### src/rtl/riscv_pkg.sv
// -----------------------------------------------------------------------------
// riscv_pkg
// Shared types for the RV32I pipeline decode/execute boundary.
//   ctrl_t       : decoded control bundle that travels down the pipe. Field
//                  order matches the CtrlD bit layout, MSB first.
//   alu_op_t     : ALU operation encoding carried in ctrl_t.ALUControl
//   result_src_t : write-back source select (ALU, data memory, PC+4)
//   fwd_sel_t    : operand source select produced by the forwarding logic
//   BUBBLE       : all-zero control word, which decodes as ADD x0,x0 (a nop)
// -----------------------------------------------------------------------------
package riscv_pkg;

    localparam int XLEN_DEF = 32;
    localparam int REGW_DEF = 5;

    typedef enum logic [2:0] {
        ALU_ADD = 3'b000,
        ALU_SUB = 3'b001,
        ALU_AND = 3'b010,
        ALU_OR  = 3'b011,
        ALU_SLL = 3'b100,
        ALU_SLT = 3'b101,
        ALU_RSV = 3'b110,
        ALU_LUI = 3'b111
    } alu_op_t;

    typedef enum logic [1:0] {
        RES_ALU = 2'b00,
        RES_MEM = 2'b01,
        RES_PC4 = 2'b10
    } result_src_t;

    // Encoding 2'b11 is never produced; consumers treat it like FWD_REG.
    typedef enum logic [1:0] {
        FWD_REG = 2'b00,
        FWD_WB  = 2'b01,
        FWD_MEM = 2'b10
    } fwd_sel_t;

    typedef struct packed {
        logic        RegWrite;
        result_src_t ResultSrc;
        logic        MemWrite;
        logic        Jump;
        logic        Branch;
        alu_op_t     ALUControl;
        logic        ALUSrc;
    } ctrl_t;

    localparam ctrl_t BUBBLE = '0;

    // A load is the only instruction whose result is not available for
    // forwarding from the M stage.
    function automatic logic is_load(input ctrl_t c);
        return c.ResultSrc == RES_MEM;
    endfunction

endpackage

### src/rtl/id_ex_stage_if.sv
// -----------------------------------------------------------------------------
// id_ex_stage_if
// Bundle of every signal crossing the ID/EX stage boundary.
//   D-side inputs   : HoldE, FlushE, CtrlD, ValidD, RD1D, RD2D, ImmExtD, PCD,
//                     PCPlus4D, Rs1D, Rs2D, RdD
//   Forward sources : ALUResultM, RdM, RegWriteM, ResultW, RdW, RegWriteW
//   Stage outputs   : LwStallD, CtrlE, ValidE, SrcAE, SrcBE, WriteDataE, PCE,
//                     PCPlus4E, ImmExtE, Rs1E, Rs2E, RdE, ForwardAE, ForwardBE
// Modports:
//   slave  : the stage itself
//   master : the surrounding pipeline (decode, hazard control, M/W stages)
// -----------------------------------------------------------------------------
interface id_ex_stage_if
    import riscv_pkg::*;
#(
    parameter int XLEN = XLEN_DEF,
    parameter int REGW = REGW_DEF
);

    // Decode-side inputs
    logic            HoldE;
    logic            FlushE;
    ctrl_t           CtrlD;
    logic            ValidD;
    logic [XLEN-1:0] RD1D;
    logic [XLEN-1:0] RD2D;
    logic [XLEN-1:0] ImmExtD;
    logic [XLEN-1:0] PCD;
    logic [XLEN-1:0] PCPlus4D;
    logic [REGW-1:0] Rs1D;
    logic [REGW-1:0] Rs2D;
    logic [REGW-1:0] RdD;

    // Forwarding sources from later stages
    logic [XLEN-1:0] ALUResultM;
    logic [REGW-1:0] RdM;
    logic            RegWriteM;
    logic [XLEN-1:0] ResultW;
    logic [REGW-1:0] RdW;
    logic            RegWriteW;

    // Stage outputs
    logic            LwStallD;
    ctrl_t           CtrlE;
    logic            ValidE;
    logic [XLEN-1:0] SrcAE;
    logic [XLEN-1:0] SrcBE;
    logic [XLEN-1:0] WriteDataE;
    logic [XLEN-1:0] PCE;
    logic [XLEN-1:0] PCPlus4E;
    logic [XLEN-1:0] ImmExtE;
    logic [REGW-1:0] Rs1E;
    logic [REGW-1:0] Rs2E;
    logic [REGW-1:0] RdE;
    fwd_sel_t        ForwardAE;
    fwd_sel_t        ForwardBE;

    modport slave (
        input  HoldE, FlushE, CtrlD, ValidD, RD1D, RD2D, ImmExtD, PCD,
               PCPlus4D, Rs1D, Rs2D, RdD,
               ALUResultM, RdM, RegWriteM, ResultW, RdW, RegWriteW,
        output LwStallD, CtrlE, ValidE, SrcAE, SrcBE, WriteDataE, PCE,
               PCPlus4E, ImmExtE, Rs1E, Rs2E, RdE, ForwardAE, ForwardBE
    );

    modport master (
        output HoldE, FlushE, CtrlD, ValidD, RD1D, RD2D, ImmExtD, PCD,
               PCPlus4D, Rs1D, Rs2D, RdD,
               ALUResultM, RdM, RegWriteM, ResultW, RdW, RegWriteW,
        input  LwStallD, CtrlE, ValidE, SrcAE, SrcBE, WriteDataE, PCE,
               PCPlus4E, ImmExtE, Rs1E, Rs2E, RdE, ForwardAE, ForwardBE
    );

endinterface

### src/rtl/id_ex_stage_forward_unit.sv
// -----------------------------------------------------------------------------
// forward_unit
// Combinational RAW-forwarding select for one execute-stage operand.
//   rs_e         : source register index held in the E stage
//   rd_m/reg_write_m, rd_w/reg_write_w : destinations of the M and W stages
//   reg_data     : operand value read from the register file in decode
//   alu_result_m : M-stage ALU result
//   result_w     : W-stage write-back value
//   sel          : chosen source (FWD_MEM beats FWD_WB beats FWD_REG)
//   operand      : the selected value
// -----------------------------------------------------------------------------
module forward_unit
    import riscv_pkg::*;
#(
    parameter int XLEN = XLEN_DEF,
    parameter int REGW = REGW_DEF
) (
    input  logic [REGW-1:0] rs_e,
    input  logic [REGW-1:0] rd_m,
    input  logic            reg_write_m,
    input  logic [REGW-1:0] rd_w,
    input  logic            reg_write_w,
    input  logic [XLEN-1:0] reg_data,
    input  logic [XLEN-1:0] alu_result_m,
    input  logic [XLEN-1:0] result_w,
    output fwd_sel_t        sel,
    output logic [XLEN-1:0] operand
);

    logic hit_m;
    logic hit_w;

    // x0 is hard-wired to zero, so a write to it must never be forwarded.
    assign hit_m = reg_write_m && (rd_m != '0) && (rd_m == rs_e);
    assign hit_w = reg_write_w && (rd_w != '0) && (rd_w == rs_e);

    // The M stage holds the younger result, so it wins over W.
    always_comb begin
        sel = FWD_REG;
        if (hit_m) begin
            sel = FWD_MEM;
        end else if (hit_w) begin
            sel = FWD_WB;
        end
    end

    always_comb begin
        case (sel)
            FWD_MEM: operand = alu_result_m;
            FWD_WB:  operand = result_w;
            default: operand = reg_data;
        endcase
    end

endmodule

### src/rtl/id_ex_stage.sv
// -----------------------------------------------------------------------------
// id_ex_stage
// Decode-to-execute boundary of the pipelined RV32I core. Holds the ID/EX
// register, detects load-use hazards, inserts bubbles on flush/stall/invalid
// decode, honours an external hold, and forwards M/W results into the ALU
// operands.
// Ports:
//   clk   : clock, all state updates on the rising edge
//   rst_n : synchronous active-low reset
//   bus   : id_ex_stage_if.slave carrying D inputs, forwarding sources and
//           all E-stage outputs
// Edge priority: reset > hold > bubble (flush | load-use | !ValidD) > load.
// -----------------------------------------------------------------------------
module id_ex_stage
    import riscv_pkg::*;
#(
    parameter int XLEN = XLEN_DEF,
    parameter int REGW = REGW_DEF
) (
    input  logic         clk,
    input  logic         rst_n,
    id_ex_stage_if.slave bus
);

    // ID/EX register
    ctrl_t           ctrl_reg, ctrl_next;
    logic            valid_reg, valid_next;
    logic [XLEN-1:0] rd1_reg, rd1_next;
    logic [XLEN-1:0] rd2_reg, rd2_next;
    logic [XLEN-1:0] imm_reg, imm_next;
    logic [XLEN-1:0] pc_reg, pc_next;
    logic [XLEN-1:0] pc4_reg, pc4_next;
    logic [REGW-1:0] rs1_reg, rs1_next;
    logic [REGW-1:0] rs2_reg, rs2_next;
    logic [REGW-1:0] rd_reg, rd_next;

    logic lw_stall;
    logic insert_bubble;

    // Load-use hazard: the load in E cannot forward its data in time for the
    // instruction now in D. Purely combinational on the E register, so it is
    // still reported while the register is held.
    assign lw_stall = valid_reg && is_load(ctrl_reg) && (rd_reg != '0) &&
                      ((rd_reg == bus.Rs1D) || (rd_reg == bus.Rs2D));

    assign insert_bubble = bus.FlushE || lw_stall || !bus.ValidD;

    // Next-state: a bubble is the all-zero word (ADD x0,x0 nop), regardless
    // of whatever control bits decode happens to present.
    always_comb begin
        ctrl_next  = BUBBLE;
        valid_next = 1'b0;
        rd1_next   = '0;
        rd2_next   = '0;
        imm_next   = '0;
        pc_next    = '0;
        pc4_next   = '0;
        rs1_next   = '0;
        rs2_next   = '0;
        rd_next    = '0;
        if (!insert_bubble) begin
            ctrl_next  = bus.CtrlD;
            valid_next = 1'b1;
            rd1_next   = bus.RD1D;
            rd2_next   = bus.RD2D;
            imm_next   = bus.ImmExtD;
            pc_next    = bus.PCD;
            pc4_next   = bus.PCPlus4D;
            rs1_next   = bus.Rs1D;
            rs2_next   = bus.Rs2D;
            rd_next    = bus.RdD;
        end
    end

    // Hold freezes everything, including any pending flush or bubble; the
    // upstream logic keeps asserting flush until the hold drops.
    always_ff @(posedge clk) begin
        if (!rst_n) begin
            ctrl_reg  <= BUBBLE;
            valid_reg <= 1'b0;
            rd1_reg   <= '0;
            rd2_reg   <= '0;
            imm_reg   <= '0;
            pc_reg    <= '0;
            pc4_reg   <= '0;
            rs1_reg   <= '0;
            rs2_reg   <= '0;
            rd_reg    <= '0;
        end else if (!bus.HoldE) begin
            ctrl_reg  <= ctrl_next;
            valid_reg <= valid_next;
            rd1_reg   <= rd1_next;
            rd2_reg   <= rd2_next;
            imm_reg   <= imm_next;
            pc_reg    <= pc_next;
            pc4_reg   <= pc4_next;
            rs1_reg   <= rs1_next;
            rs2_reg   <= rs2_next;
            rd_reg    <= rd_next;
        end
    end

    // Forwarding: operand 0 is SrcA (rs1), operand 1 is the rs2 path that
    // feeds both store data and, for register-register ops, SrcB.
    logic [REGW-1:0] rs_e      [2];
    logic [XLEN-1:0] reg_e     [2];
    fwd_sel_t        fwd_sel   [2];
    logic [XLEN-1:0] fwd_value [2];

    assign rs_e[0]  = rs1_reg;
    assign rs_e[1]  = rs2_reg;
    assign reg_e[0] = rd1_reg;
    assign reg_e[1] = rd2_reg;

    generate
        for (genvar gi = 0; gi < 2; gi++) begin : g_fwd
            forward_unit #(
                .XLEN (XLEN),
                .REGW (REGW)
            ) u_forward_unit (
                .rs_e         (rs_e[gi]),
                .rd_m         (bus.RdM),
                .reg_write_m  (bus.RegWriteM),
                .rd_w         (bus.RdW),
                .reg_write_w  (bus.RegWriteW),
                .reg_data     (reg_e[gi]),
                .alu_result_m (bus.ALUResultM),
                .result_w     (bus.ResultW),
                .sel          (fwd_sel[gi]),
                .operand      (fwd_value[gi])
            );
        end
    endgenerate

    assign bus.LwStallD   = lw_stall;
    assign bus.CtrlE      = ctrl_reg;
    assign bus.ValidE     = valid_reg;
    assign bus.SrcAE      = fwd_value[0];
    assign bus.WriteDataE = fwd_value[1];
    assign bus.SrcBE      = ctrl_reg.ALUSrc ? imm_reg : fwd_value[1];
    assign bus.PCE        = pc_reg;
    assign bus.PCPlus4E   = pc4_reg;
    assign bus.ImmExtE    = imm_reg;
    assign bus.Rs1E       = rs1_reg;
    assign bus.Rs2E       = rs2_reg;
    assign bus.RdE        = rd_reg;
    assign bus.ForwardAE  = fwd_sel[0];
    assign bus.ForwardBE  = fwd_sel[1];

endmodule

### src/flat_wrapper.sv
// flat-port wrapper written by rule: the top's interface ports become plain ports
module id_ex_stage_flat import riscv_pkg::*;
#(
    parameter int XLEN = XLEN_DEF,
    parameter int REGW = REGW_DEF
)
  (clk, rst_n, bus_HoldE, bus_FlushE, bus_CtrlD, bus_ValidD, bus_RD1D, bus_RD2D, bus_ImmExtD, bus_PCD, bus_PCPlus4D, bus_Rs1D, bus_Rs2D, bus_RdD, bus_ALUResultM, bus_RdM, bus_RegWriteM, bus_ResultW, bus_RdW, bus_RegWriteW, bus_LwStallD, bus_CtrlE, bus_ValidE, bus_SrcAE, bus_SrcBE, bus_WriteDataE, bus_PCE, bus_PCPlus4E, bus_ImmExtE, bus_Rs1E, bus_Rs2E, bus_RdE, bus_ForwardAE, bus_ForwardBE);
  id_ex_stage_if #(.XLEN(XLEN), .REGW(REGW)) bus_i ();
  input  logic clk;
  input  logic rst_n;
  input wire logic [$bits(bus_i.HoldE)-1:0] bus_HoldE;
  input wire logic [$bits(bus_i.FlushE)-1:0] bus_FlushE;
  input wire logic [$bits(bus_i.CtrlD)-1:0] bus_CtrlD;
  input wire logic [$bits(bus_i.ValidD)-1:0] bus_ValidD;
  input wire logic [$bits(bus_i.RD1D)-1:0] bus_RD1D;
  input wire logic [$bits(bus_i.RD2D)-1:0] bus_RD2D;
  input wire logic [$bits(bus_i.ImmExtD)-1:0] bus_ImmExtD;
  input wire logic [$bits(bus_i.PCD)-1:0] bus_PCD;
  input wire logic [$bits(bus_i.PCPlus4D)-1:0] bus_PCPlus4D;
  input wire logic [$bits(bus_i.Rs1D)-1:0] bus_Rs1D;
  input wire logic [$bits(bus_i.Rs2D)-1:0] bus_Rs2D;
  input wire logic [$bits(bus_i.RdD)-1:0] bus_RdD;
  input wire logic [$bits(bus_i.ALUResultM)-1:0] bus_ALUResultM;
  input wire logic [$bits(bus_i.RdM)-1:0] bus_RdM;
  input wire logic [$bits(bus_i.RegWriteM)-1:0] bus_RegWriteM;
  input wire logic [$bits(bus_i.ResultW)-1:0] bus_ResultW;
  input wire logic [$bits(bus_i.RdW)-1:0] bus_RdW;
  input wire logic [$bits(bus_i.RegWriteW)-1:0] bus_RegWriteW;
  output wire logic [$bits(bus_i.LwStallD)-1:0] bus_LwStallD;
  output wire logic [$bits(bus_i.CtrlE)-1:0] bus_CtrlE;
  output wire logic [$bits(bus_i.ValidE)-1:0] bus_ValidE;
  output wire logic [$bits(bus_i.SrcAE)-1:0] bus_SrcAE;
  output wire logic [$bits(bus_i.SrcBE)-1:0] bus_SrcBE;
  output wire logic [$bits(bus_i.WriteDataE)-1:0] bus_WriteDataE;
  output wire logic [$bits(bus_i.PCE)-1:0] bus_PCE;
  output wire logic [$bits(bus_i.PCPlus4E)-1:0] bus_PCPlus4E;
  output wire logic [$bits(bus_i.ImmExtE)-1:0] bus_ImmExtE;
  output wire logic [$bits(bus_i.Rs1E)-1:0] bus_Rs1E;
  output wire logic [$bits(bus_i.Rs2E)-1:0] bus_Rs2E;
  output wire logic [$bits(bus_i.RdE)-1:0] bus_RdE;
  output wire logic [$bits(bus_i.ForwardAE)-1:0] bus_ForwardAE;
  output wire logic [$bits(bus_i.ForwardBE)-1:0] bus_ForwardBE;
  assign bus_i.HoldE = bus_HoldE;
  assign bus_i.FlushE = bus_FlushE;
  assign bus_i.CtrlD = bus_CtrlD;
  assign bus_i.ValidD = bus_ValidD;
  assign bus_i.RD1D = bus_RD1D;
  assign bus_i.RD2D = bus_RD2D;
  assign bus_i.ImmExtD = bus_ImmExtD;
  assign bus_i.PCD = bus_PCD;
  assign bus_i.PCPlus4D = bus_PCPlus4D;
  assign bus_i.Rs1D = bus_Rs1D;
  assign bus_i.Rs2D = bus_Rs2D;
  assign bus_i.RdD = bus_RdD;
  assign bus_i.ALUResultM = bus_ALUResultM;
  assign bus_i.RdM = bus_RdM;
  assign bus_i.RegWriteM = bus_RegWriteM;
  assign bus_i.ResultW = bus_ResultW;
  assign bus_i.RdW = bus_RdW;
  assign bus_i.RegWriteW = bus_RegWriteW;
  assign bus_LwStallD = bus_i.LwStallD;
  assign bus_CtrlE = bus_i.CtrlE;
  assign bus_ValidE = bus_i.ValidE;
  assign bus_SrcAE = bus_i.SrcAE;
  assign bus_SrcBE = bus_i.SrcBE;
  assign bus_WriteDataE = bus_i.WriteDataE;
  assign bus_PCE = bus_i.PCE;
  assign bus_PCPlus4E = bus_i.PCPlus4E;
  assign bus_ImmExtE = bus_i.ImmExtE;
  assign bus_Rs1E = bus_i.Rs1E;
  assign bus_Rs2E = bus_i.Rs2E;
  assign bus_RdE = bus_i.RdE;
  assign bus_ForwardAE = bus_i.ForwardAE;
  assign bus_ForwardBE = bus_i.ForwardBE;
  id_ex_stage #(.XLEN(XLEN), .REGW(REGW)) u_core (.clk(clk), .rst_n(rst_n), .bus(bus_i));
endmodule
### config.mk
export PLATFORM = sky130hd
export DESIGN_NAME = id_ex_stage_flat
export DESIGN_NICKNAME = d
export VERILOG_FILES = /design/src/rtl/riscv_pkg.sv /design/src/rtl/id_ex_stage_if.sv /design/src/rtl/id_ex_stage_forward_unit.sv /design/src/rtl/id_ex_stage.sv /design/src/flat_wrapper.sv
export SDC_FILE = /design/constraint.sdc
export NUM_CORES = 1
export LEC_CHECK = 0
export ABC_AREA = 1
export ABC_CLOCK_PERIOD_IN_PS = 1900
export BUFFER_PORTS_ARGS = -buffer_cell sky130_fd_sc_hd__buf_4
export CAP_MARGIN = 25
export CORE_AREA = 8 8 182 184
export DETAILED_ROUTE_END_ITERATION = 16
export DIE_AREA = 0 0 190 192
export GPL_ROUTABILITY_DRIVEN = 1
export GPL_TIMING_DRIVEN = 0
export SYNTH_ARGS = -nofsm -noshare
export SYNTH_HDL_FRONTEND = slang
export SYNTH_HIERARCHICAL = 1
export SYNTH_SLANG_ARGS = --single-unit
### constraint.sdc
create_clock -name clk -period 1.9 [get_ports clk]
set_input_delay 0.19 -clock clk [delete_from_list [all_inputs] [get_ports clk]]
set_output_delay 0.19 -clock clk [all_outputs]
set_load 0.01 [all_outputs]
==> impl_metrics.toml <==
[pwr]
ir_worst_vdd_v = 0.000540
power_density_mw_per_mm2 = 538
sw_frac_of_total = 0.274
seqPwrFrac = 0.424
p_clk_frac = 0.395
p_sw_uw = 2630
internal_power_uw = 6950
leakage_uw = 0.00788
power_frac_comb = 0.181

[floorplan]
die_y_um = 192
dieArea_mm2 = 0.0365
die_w_um = 190
rows = 64
ios = 489
floorplan.initialDensity = 0.316
core_mm2 = 0.0302

[clock_tree]
clockBufferDepth = 2
root_buffer = "clkbuf_16"
clkSinkCount = 186
cts-buffers-inserted = 17
clk_pin_slew_ns = 0.08
clock_latency_ns = 0.44
tritoncts = "yes"
h-tree-depth = 4

[timing]
slew_headroom = 0.317
finalSetupViolCount = 100
finalCriticalPeriod_ns = 2.44
worst_pin_slew_ns = 1.02
post-route-period-util = 1.28
hold_violations = 0
skew_ns = 0.0109
rsz0062_at_grt = "true"
setup_slack_ns = -0.537
final_max_slew_viol_count = 0
timing.fmax_mhz = 410

[yosys]
ys_warn_count = 6
netlist.area_leader.share = 0.390
synth_top_family_by_area = "simple AND/OR/NAND/NOR gates"
synthArstFlopShare = 0
yosysUniqueCellTypes = 22
synth_commonest_cells = "365 x nand3_1, 344 x nand2_1, 188 x a21oi_1"
synth_compound_area_frac = 0.0996
ys_seq_area_frac = 0.390
synth-xor-area-share = 0.00183
syn_nets = 1613
syn_avg_cell_area_um2 = 7.09
synth-simple-area-share = 0.366
synthMuxAreaShare = 0.0377
synthAdderAreaFrac = 0
yosysTopAreaCell = "dfxtp_1"
synth_flop_cell = "dfxtp_1"
synth_edf_count = 0
syn_inst = 1347
syn_area_mm2 = 0.00955
synth_most_common_cell = "nand3_1"
ys_ff_latch = 186
synth_area_leaders = "dfxtp_1 39%, nand3_1 19%, nand2_1 14%"

[worst_setup_path]
startpoint_type = "flop"
critPathMaxFanout = 7
worstPathRequired_ns = 1.71
cp-end-kind = "output port"
critPathArrivalTime_ns = 2.25
worstSetupPathType = "reg -> out"

[final_layout]
num-fill-cells = 2728
design_area_mm2 = 0.0178
seqCellArea_mm2 = 0.00378
multiInputGateArea_mm2 = 0.00640
fin_nets = 2231
syn_to_final_growth_pct = 86.3
layout-drive-gt1-share = 0.498

[placement]
place_area_mm2 = 0.0137
hpwl_um = 38900
gp_congestion = 0.873
post-place-ws_ns = -0.564
numPortBuffers = 487

[global_route]
grtUsageTotal = 0.270
grt_start_max_net_pins = 17
grt_pass1_wl_um = 75600
grt_pass1_vias = 12100
grt-ovfl-total = 0
antenna_found_initial = 6

[detailed_routing]
via_per_inst = 5.23
drc = 0
drt_iter0_markers = 861
vias = 12400
first_pass_iters = 5
ant_nets = 0
wire_per_inst_um = 22.6
drt-total-wl_um = 53700

[hold_path]
min_path_type = "in -> reg"

[run]
drv_cap = 0

[status]
violations = "setup timing"
status = "finished, violations left"
## logic make-up (layout without fill, tap and decap cells)
logic type / Yosys count / after routing
buffers and inverters: 173 / 802
DFF: 186 / 186
xor gates and xnor gates: 2 / 2
AOI/OAI and AO/OA: 190 / 190
other: 0 / 1
and+or+nand+nor: 764 / 764
muxes: 32 / 32
## path summary, 6_finish.rpt
| kind | from | to | slack (ns) | cells past startpoint |
|---|---|---|---|---|
| max | u_core/bus.Rs2E[0] | bus_SrcBE[1] | -0.54 | 12 |
| min | bus_PCPlus4D[26] | u_core/bus.PCPlus4E[26] | 0.02 | 3 |
| max reg2reg | u_core/bus.RdE[3] | u_core/rd2_reg[3] | 0.15 | 12 |
| min reg2reg | u_core/bus.PCE[2] | u_core/bus.PCE[2] | 0.47 | 2 |
## power by group through the flow
| stage | combinational (µW) | sequential (µW) | clock (µW) |
|---|---|---|---|
| 6_report | 1730 | 4060 | 3790 |
| 5_1_grt | 1850 | 4070 | 4000 |
| 4_1_cts | 1620 | 4050 | 3850 |
| 3_5_place_dp | 1420 | 4150 | 0 |
| 3_3_place_gp | 1410 | 4150 | 0 |
| 2_1_floorplan | 503 | 4160 | 0 |
## cell type report
| type | count | area share |
|---|---|---|
| Multi-Input combinational cell | 988 | 0.360 |
| Timing Repair Buffer | 599 | 0.296 |
| Sequential cell | 186 | 0.212 |
| Buffer | 118 | 0.0569 |
| Tap cell | 396 | 0.0278 |
| Clock buffer | 18 | 0.0241 |
| Inverter | 54 | 0.0132 |
| Clock inverter | 12 | 0.00921 |
| Timing Repair inverter | 1 | 0.000633 |
| Antenna cell | 1 | 0.000141 |
## metal layers
layer	part of all wire	wire [µm]	track usage
met5	0.0013	69	0
met4	0.029	1540	0.0830
met3	0.084	4490	0.0748
met2	0.50	26600	0.465
met1	0.39	21000	0.322
## cells in the final DEF, fill, tap and decap left out, types with 3 or more instances in the layout
master,synthesis,final
a21oi_1,188,188
buf_12,0,21
buf_16,0,6
buf_2,29,22
buf_4,4,465
buf_6,40,96
buf_8,0,15
bufinv_16,0,3
clkbuf_1,46,44
clkbuf_16,0,27
clkbuf_2,0,3
dfxtp_1,186,171
dfxtp_4,0,15
dlygate4sd3_1,0,36
inv_1,45,36
inv_2,6,10
inv_4,0,5
inv_6,0,5
mux2_2,32,18
mux2_4,0,14
nand2_1,344,305
nand2_2,1,35
nand2_4,0,5
nand3_1,365,190
nand3_2,18,136
nand3_4,0,57
nor2_1,27,16
nor2_2,2,4
nor2_4,2,11
## worst max-delay path, cell delays in order (launching register included)
cell      delay, ns
dfxtp_4        0.38
inv_2          0.06
nand2_1        0.05
nand2_2        0.08
nor2_4         0.04
nand4_4        0.13
buf_6          0.17
clkinv_8       0.10
buf_8          0.15
nand2_1        0.08
nand3_2        0.12
mux2_4         0.29
buf_4          0.14
## metrics by stage
step	setup TNS (ns)	utilization	cells	total power [µW]	hold WS, ns
CTS	-41.34	0.550	2356	9530	0.000000583
global placement	-25.54	0.454	2230	5560	0.445
floorplan	0	-	1347	4660	0.333
finish	-38.51	0.589	2373	9580	0.0177
detailed placement	-26.11	0.454	2230	5570	0.456
global route	-46.55	0.589	2373	9910	0.00768
## what timing repair did
action                                  CTS  global route
gates cloned                             11            10
hold buffers                             36             0
gates resized for setup                 308           213
buffers inserted                         50            10
pin swaps                                46            69
endpoints found under the setup margin  102           106
endpoints found under the hold margin    36             0
No activity file was read; power rests on OpenSTA's default activity.
